File: src/rtl/tl_pkg.sv
// rtl/tl_pkg.sv - phase encodings and successor order shared with the light controller
package tl_pkg;

    typedef enum logic [1:0] {
        PH_SYNC   = 2'd0,
        PH_RED    = 2'd1,
        PH_GREEN  = 2'd2,
        PH_YELLOW = 2'd3
    } phase_t;

    // Legal lamp sequence is R -> G -> Y -> R; SYNC has no successor.
    function automatic phase_t successor(input phase_t p);
        case (p)
            PH_RED:    return PH_GREEN;
            PH_GREEN:  return PH_YELLOW;
            PH_YELLOW: return PH_RED;
            default:   return PH_SYNC;
        endcase
    endfunction

endpackage

File: src/rtl/tl_phase_decode.sv
// rtl/tl_phase_decode.sv - lamp input register, one-hot check and phase encode
module tl_phase_decode
    import tl_pkg::*;
(
    input  logic   clk,
    input  logic   rst,
    input  logic   red,
    input  logic   yellow,
    input  logic   green,
    output phase_t code,
    output logic   valid
);

    logic [2:0] lamps;

    always_ff @(posedge clk or negedge rst) begin
        if (!rst) begin
            lamps <= 3'b000;
        end else begin
            lamps <= {red, yellow, green};
        end
    end

    always_comb begin
        code  = PH_SYNC;
        valid = 1'b0;
        case (lamps)
            3'b100: begin code = PH_RED;    valid = 1'b1; end
            3'b001: begin code = PH_GREEN;  valid = 1'b1; end
            3'b010: begin code = PH_YELLOW; valid = 1'b1; end
            default: begin code = PH_SYNC;  valid = 1'b0; end
        endcase
    end

endmodule

File: src/rtl/traffic_light_monitor.sv
// rtl/traffic_light_monitor.sv - phase FSM, phase timing, sticky errors, walk and cycle count
module traffic_light_monitor
    import tl_pkg::*;
#(
    parameter int CNT_W      = 8,
    parameter int RED_MIN    = 8,
    parameter int RED_MAX    = 10,
    parameter int GREEN_MIN  = 6,
    parameter int GREEN_MAX  = 8,
    parameter int YELLOW_MIN = 2,
    parameter int YELLOW_MAX = 3,
    parameter int WALK_START = 1,
    parameter int WALK_END   = 5
) (
    input  logic             clk,
    input  logic             rst,
    input  logic             red,
    input  logic             yellow,
    input  logic             green,
    input  logic             clear,
    output logic [1:0]       phase,
    output logic [CNT_W-1:0] phase_cnt,
    output logic             walk,
    output logic             err_onehot,
    output logic             err_order,
    output logic             err_short,
    output logic             err_long,
    output logic             err_any,
    output logic [15:0]      cycles_done
);

    phase_t           code;
    logic             valid;
    phase_t           state;
    phase_t           nxt_state;
    logic [CNT_W-1:0] nxt_cnt;
    logic             nxt_walk;
    logic             ev_onehot;
    logic             ev_order;
    logic             ev_short;
    logic             ev_long;
    logic             cyc_inc;

    tl_phase_decode u_decode (
        .clk    (clk),
        .rst    (rst),
        .red    (red),
        .yellow (yellow),
        .green  (green),
        .code   (code),
        .valid  (valid)
    );

    function automatic logic [CNT_W-1:0] min_len(input phase_t p);
        case (p)
            PH_RED:    return CNT_W'(RED_MIN);
            PH_GREEN:  return CNT_W'(GREEN_MIN);
            PH_YELLOW: return CNT_W'(YELLOW_MIN);
            default:   return '0;
        endcase
    endfunction

    function automatic logic [CNT_W-1:0] max_len(input phase_t p);
        case (p)
            PH_RED:    return CNT_W'(RED_MAX);
            PH_GREEN:  return CNT_W'(GREEN_MAX);
            PH_YELLOW: return CNT_W'(YELLOW_MAX);
            default:   return '1;
        endcase
    endfunction

    always_comb begin
        nxt_state = state;
        nxt_cnt   = phase_cnt;
        ev_onehot = 1'b0;
        ev_order  = 1'b0;
        ev_short  = 1'b0;
        ev_long   = 1'b0;
        cyc_inc   = 1'b0;
        if (state == PH_SYNC) begin
            if (valid && code == PH_RED) begin
                nxt_state = PH_RED;
                nxt_cnt   = CNT_W'(1);
            end else begin
                nxt_cnt   = '0;
            end
        end else if (!valid) begin
            ev_onehot = 1'b1;
            nxt_state = PH_SYNC;
            nxt_cnt   = '0;
        end else if (code == state) begin
            // err_long fires only on the MAX -> MAX+1 step, not every cycle after
            ev_long = (phase_cnt == max_len(state));
            if (phase_cnt != '1) begin
                nxt_cnt = phase_cnt + 1'b1;
            end
        end else if (code == successor(state)) begin
            ev_short  = (phase_cnt < min_len(state));
            cyc_inc   = (state == PH_YELLOW);
            nxt_state = code;
            nxt_cnt   = CNT_W'(1);
        end else begin
            ev_order  = 1'b1;
            nxt_state = code;
            nxt_cnt   = CNT_W'(1);
        end
        nxt_walk = (nxt_state == PH_RED) &&
                   (nxt_cnt >= CNT_W'(WALK_START)) &&
                   (nxt_cnt <= CNT_W'(WALK_END));
    end

    // A flag event in the same cycle as clear still sets the flag.
    always_ff @(posedge clk or negedge rst) begin
        if (!rst) begin
            state       <= PH_SYNC;
            phase_cnt   <= '0;
            walk        <= 1'b0;
            err_onehot  <= 1'b0;
            err_order   <= 1'b0;
            err_short   <= 1'b0;
            err_long    <= 1'b0;
            cycles_done <= 16'd0;
        end else begin
            state       <= nxt_state;
            phase_cnt   <= nxt_cnt;
            walk        <= nxt_walk;
            err_onehot  <= (err_onehot & ~clear) | ev_onehot;
            err_order   <= (err_order  & ~clear) | ev_order;
            err_short   <= (err_short  & ~clear) | ev_short;
            err_long    <= (err_long   & ~clear) | ev_long;
            cycles_done <= cycles_done + {15'd0, cyc_inc};
        end
    end

    assign phase   = state;
    assign err_any = err_onehot | err_order | err_short | err_long;

endmodule

File: config.mk
export PLATFORM = sky130hd
export DESIGN_NAME = traffic_light_monitor
export DESIGN_NICKNAME = d
export VERILOG_FILES = /design/src/rtl/tl_pkg.sv /design/src/rtl/tl_phase_decode.sv /design/src/rtl/traffic_light_monitor.sv
export SDC_FILE = /design/constraint.sdc
export NUM_CORES = 1
export LEC_CHECK = 0
export ABC_AREA = 1
export ABC_CLOCK_PERIOD_IN_PS = 5400
export CAP_MARGIN = 30
export CELL_PAD_IN_SITES_DETAIL_PLACEMENT = 1
export CELL_PAD_IN_SITES_GLOBAL_PLACEMENT = 1
export CORE_UTILIZATION = 42
export DETAILED_ROUTE_END_ITERATION = 16
export PLACE_DENSITY = 0.84
export SYNTH_ARGS = -nofsm -noshare
export SYNTH_HDL_FRONTEND = slang
export SYNTH_SLANG_ARGS = --single-unit
File: constraint.sdc
create_clock -name clk -period 5.4 [get_ports clk]
set_clock_uncertainty 0.1 [all_clocks]
set_input_delay 1.08 -clock clk [delete_from_list [all_inputs] [get_ports clk]]
set_output_delay 1.08 -clock clk [all_outputs]
set_load 0.02 [all_outputs]
# ---- Word level (Yosys, flattened, before mapping)
# Index checks and enable logic that the tools add are counted.
dict set report word_totals {
  regBits 34
  word_cells 84
}
dict set report op_classes {
  add_sub_neg 2
  n_reduce_logical 5
  n_eq_ne 12
  n_bitwise 12
  order_cmp 3
  mux 41
}
# operator count
set op_table {}
lappend op_table {{$mux W8} 11}
lappend op_table {{$pmux W8 S3} 1}
lappend op_table {{$mux W1} 19}
lappend op_table {{$add A16 B1 Y16} 1}
lappend op_table {{$mux W2} 7}
lappend op_table {{$pmux W2 S3} 2}
lappend op_table {{$pmux W4 S3} 1}
lappend op_table {{$add A8 B1 Y8 const B} 1}
lappend op_table {{$eq A8 B8 Y1} 1}
lappend op_table {{$ge A8 B1 Y1 const B} 1}
lappend op_table {{$le A8 B3 Y1 const B} 1}
lappend op_table {{$lt A8 B8 Y1} 1}
lappend op_table {{$ne A8 B8 Y1 const B} 1}
lappend op_table {{$or A1 B1 Y1} 7}
lappend op_table {{$eq A2 B1 Y1 const B} 3}
lappend op_table {{$and A1 B1 Y1} 4}
lappend op_table {{$eq A2 B2 Y1} 2}
lappend op_table {{$eq A2 B2 Y1 const B} 2}
lappend op_table {{$eq A3 B1 Y1 const B} 1}
lappend op_table {{$eq A3 B2 Y1 const B} 1}
lappend op_table {{$eq A3 B3 Y1 const B} 1}
lappend op_table {{$logic_and A1 B1 Y1} 3}
lappend op_table {{$reduce_or A3 Y1} 1}
lappend op_table {{$logic_not A2 Y1} 1}
lappend op_table {{$not A1 Y1} 1}

# ---- Logic depth before layout (Yosys ltp)
dict set report depth {
  word_depth 17
  depth_mapped 17
}

# ---- Hierarchy
# Synthesis repeated with hierarchy kept, for this count alone.
dict set report unflattened {
  hier_cells 228
  hier_area_um2 1928.1
}
# mod cells_each area_each_um2 seq_area_each_um2 instances
set modules_own_cells {}
lappend modules_own_cells {traffic_light_monitor 214 1800.5 775.7 1}
lappend modules_own_cells {tl_phase_decode 14 127.6 75.1 1}

# ---- Worst setup path before layout
# No wires, ideal clock.
dict set report synth_path {
  path_kind {register to register}
  from {register state[0] (netlist: phase[0])}
  to {register cycles_done[14]}
  path_stages_with_launch 18
  period_less_slack_ps 2985
  setup_ps 80
  path_slack_ps 2415
  arrival_ps 2805
  required_time_ps 5220
  path_cell_list {dfrtp_1 > inv_1 > ha_1 > or2_2 > xnor2_1 > nand2_1 > inv_1 > nand2_1 > nor2_1 > ha_1 > ha_1 > nand3_2 > nor3_4 > nand2_1 > nor2_2 > nand3_2 > nor2_1 > xor2_1}
}
dict set report synth_via {
  elab_chain_cells 11
  word_cells_on_any_way 15
  classes_between {add/sub (1); eq/ne (5); mux (8); reduce/logical (1)}
}
# element line
set synth_lines {}
lappend synth_lines {{start: declaration} traffic_light_monitor.sv:34} ;# phase_t state;
lappend synth_lines {{start signal: assignment} traffic_light_monitor.sv:124} ;# state <= nxt_state;
lappend synth_lines {{$eq A2 B2 Y1 (tied with other cells)} {tl_pkg.sv:13, traffic_light_monitor.sv:99}}
lappend synth_lines {{$pmux W2 S3} tl_pkg.sv:13} ;# case (p)
lappend synth_lines {{$mux W2} traffic_light_monitor.sv:91} ;# end else if (code == state) begin
lappend synth_lines {{$mux W2} traffic_light_monitor.sv:87} ;# end else if (!valid) begin
lappend synth_lines {{$mux W2} traffic_light_monitor.sv:80} ;# if (state == PH_SYNC) begin
lappend synth_lines {{$eq A2 B2 Y1} traffic_light_monitor.sv:97} ;# end else if (code == successor(state)) begin
lappend synth_lines {{$mux W1} traffic_light_monitor.sv:97}
lappend synth_lines {{$mux W1} traffic_light_monitor.sv:91}
lappend synth_lines {{$mux W1} traffic_light_monitor.sv:87}
lappend synth_lines {{$mux W1 (*)} traffic_light_monitor.sv:80}
lappend synth_lines {{$add A16 B1 Y16 (*)} traffic_light_monitor.sv:131} ;# cycles_done <= cycles_done + {15'd0, cyc_inc};
lappend synth_lines {{end signal: assignment} traffic_light_monitor.sv:131}
lappend synth_lines {{end: declaration} traffic_light_monitor.sv:29} ;# output logic [15:0] cycles_done
# Every way passes the cells marked *; elsewhere a longest branch is shown, timed or not. The select of a mux whose other input is x is not followed.

# ---- Final worst setup path
# Same ends and word-level chain as after synthesis.

==> results.json <==
{
  "dieArea_sq_um": 5070,
  "ir_worst_vdd_uv": 268,
  "worstSetupStartpoint": "phase[0]",
  "via_per_inst": 5.12,
  "critPathCaptureType": "flop",
  "fin_cells": 332,
  "numCtsBuffers": 5,
  "switchingPower_mw": 0.366,
  "first_iter_violations": 61,
  "synthCells": 235,
  "sw_frac_of_total_pct": 36.6,
  "fin_nets": 294,
  "antenna_cells": 0,
  "grt-ovfl-total": 0,
  "pwr-share-clk_pct": 29.0,
  "post-synth-top-count-cell": "nand2_1",
  "synth_area_per_cell_sq_um": 8.56,
  "min_period_over_period_pct": 64.0,
  "die_width_microns": 71.2,
  "hold_viol_final": 0,
  "finalSetupViolCount": 0,
  "period_needed_ps": 3460,
  "p_int_mw": 0.634,
  "post-route-util_pct": 57.9,
  "status": "finished with violations",
  "dominantRegCellSynth": "dfrtp_1",
  "firstDrtPassIters": 10,
  "via_count": 1700,
  "yosysUniqueCellTypes": 27,
  "dp_hpwl_microns": 3890,
  "dpl_worst_slack_ps": 2120,
  "path_max_fanout": 6,
  "async_flop_share_pct": 100,
  "fin_ws_ps": 1940,
  "rsz0062_at_grt": "no",
  "cts_hold_buffers": 0,
  "placed_cells": 324,
  "hold_start": "cycles_done[15]",
  "cts_tree": "done",
  "routedWlPerCell_microns": 16.6,
  "synth_commonest_cells": "nand2_1 (47), inv_1 (35), dfrtp_1 (34)",
  "pwr-share-comb_pct": 39.0,
  "numPortBuffers": 37,
  "hold_path.class": "reg -> reg",
  "drive_gt1_share_pct": 16.1,
  "clock-root-buffer": "clkbuf_8",
  "finalMaxSlewViolations": 0,
  "row_count": 24,
  "max_clock_freq_ghz": 0.289,
  "drc": 2,
  "place_congestion": 0.818,
  "p_leak_nw": 1.29,
  "slew_headroom_pct": 71.5,
  "ys_seq_elements": 34,
  "setup.worst_path.class": "reg -> reg",
  "io-pin-count": 38,
  "yosysTopAreaCell": "dfrtp_1",
  "antenna_found_initial": 0,
  "cp.required_ps": 5500,
  "share_seq_of_total_power_pct": 31.9,
  "worstSetupStartpointType": "flop",
  "start_util_pct": 45.0,
  "setup_tns_ps": 0,
  "cap_viol_max_count": 0,
  "violations": "design-rule violations",
  "ant_nets": 0,
  "tightest_slew_ps": 427,
  "clockBufferDepth": 2,
  "clk_pin_slew_worst_paths_ps": 70,
  "powerDensity_nw_per_um2": 386,
  "total_power_mw": 1.00,
  "finalWirelength_microns": 5510,
  "grt_usage_pct": 23.9,
  "syn-num-nets": 250,
  "ys_top_cells_by_area": "dfrtp_1 (42%), nand2_1 (8.8%), inv_1 (6.5%), ha_1 (5.6%), nand3_2 (4.5%)",
  "synth_edf_count": 0,
  "reg2reg_from": "phase[0]",
  "grt_pass1_wl_microns": 9210,
  "coreArea_sq_um": 4470,
  "htree_num_levels": 2,
  "dieHeight_microns": 71.2,
  "clock_latency_ps": 280,
  "synth_top_area_share_pct": 42.3,
  "yosys_warnings": 0,
  "post-cts-setup-buffers": 0,
  "cts_resized": 0,
  "grt_max_degree": 35,
  "cts.sinks": 34,
  "grt_pass1_vias": 1828,
  "ff2ff_setup_slack_ps": 1940,
  "area_delta_synth_final_pct": 28.9,
  "cp.arrival_ps": 3560,
  "ys_seq_area_share_pct": 42.3,
  "netlist_area_sq_um": 2010
}
-- per-stage QoR --
stage                     hold WS (ps)  cell area (sq um)
after floorplan                    481               2010
after global placement             362               2450
after detailed placement           400               2450
after CTS                          414               2590
after global routing               445               2590
final                              419               2590
-- registers in the layout, indices dropped and copies added (netlist names) --
signal / count
cycles_done: 16
err_order: 1
u_decode.lamps: 3
err_short: 1
err_onehot: 1
phase: 2
walk: 1
phase_cnt: 8
err_long: 1
-- metal layers --
metal  wire (microns)  global-route usage (%)
met2             2830                    42.5
met3              201                    4.08
met4              145                    8.44
met1             2330                    29.4
met5                0                       0
-- area by class of cell --
cell class | instances | area (sq um)
inverters | 39 | 146
well taps | 52 | 65.1
fillers | 532 | 1880
clock inverters | 2 | 60.1
repair buffers | 38 | 378
clock buffers | 6 | 82.6
multi-input cells | 161 | 1010
flip-flops and latches | 34 | 851
-- kinds of logic after synthesis --
family          after synthesis  share of synthesized area [%]
buf+inv                      40                           7.52
fa+ha+maj                     9                           5.60
compound gates               16                           4.85
flops                        34                           42.3
simple gates                118                           31.9
xor+xnor                     18                           7.84
-- placed cells by master, fill, tap and decap left out, types with 5 or more instances in the layout --
cell,count
clkdlybuf4s50_1,37
xor2_1,10
nand3_2,9
xnor2_1,8
dfrtp_1,34
nand2_2,11
a21oi_1,5
nand2_1,47
ha_1,9
o21ai_0,5
clkbuf_8,6
nand3_1,14
inv_1,35
nor2_1,19
-- power by group through the flow --
stage	logic [mW]	registers, mW	clock network (mW)
CTS	0.393	0.319	0.293
finish	0.390	0.319	0.290
detailed placement	0.382	0.323	0
global placement	0.372	0.320	0
global route	0.420	0.322	0.304
floorplan	0.217	0.346	0
-- final timing paths --
check / end / depth (start not counted)
setup reg to reg: cycles_done[14] / 17
hold reg to reg: cycles_done[15] / 1
min in group asynchronous: cycles_done[3] / 2
setup / recovery: cycles_done[14] / 17
max in group asynchronous: cycles_done[13] / 2
hold / removal: cycles_done[15] / 1
-- worst max-delay path, cell delays in order (launching register included) --
cell and delay [ps]:
dfrtp_1 430, inv_1 140, ha_1 270, or2_2 340, xnor2_1 180, nand2_1 80, inv_1 110, nand2_1 80
nor2_1 140, ha_1 230, ha_1 250, nand3_2 150, nor3_4 190, nand2_1 90, nor2_2 170, nand3_2 100
nor2_1 140, xor2_1 170
Note: power is estimated with default switching activity, not from simulation.
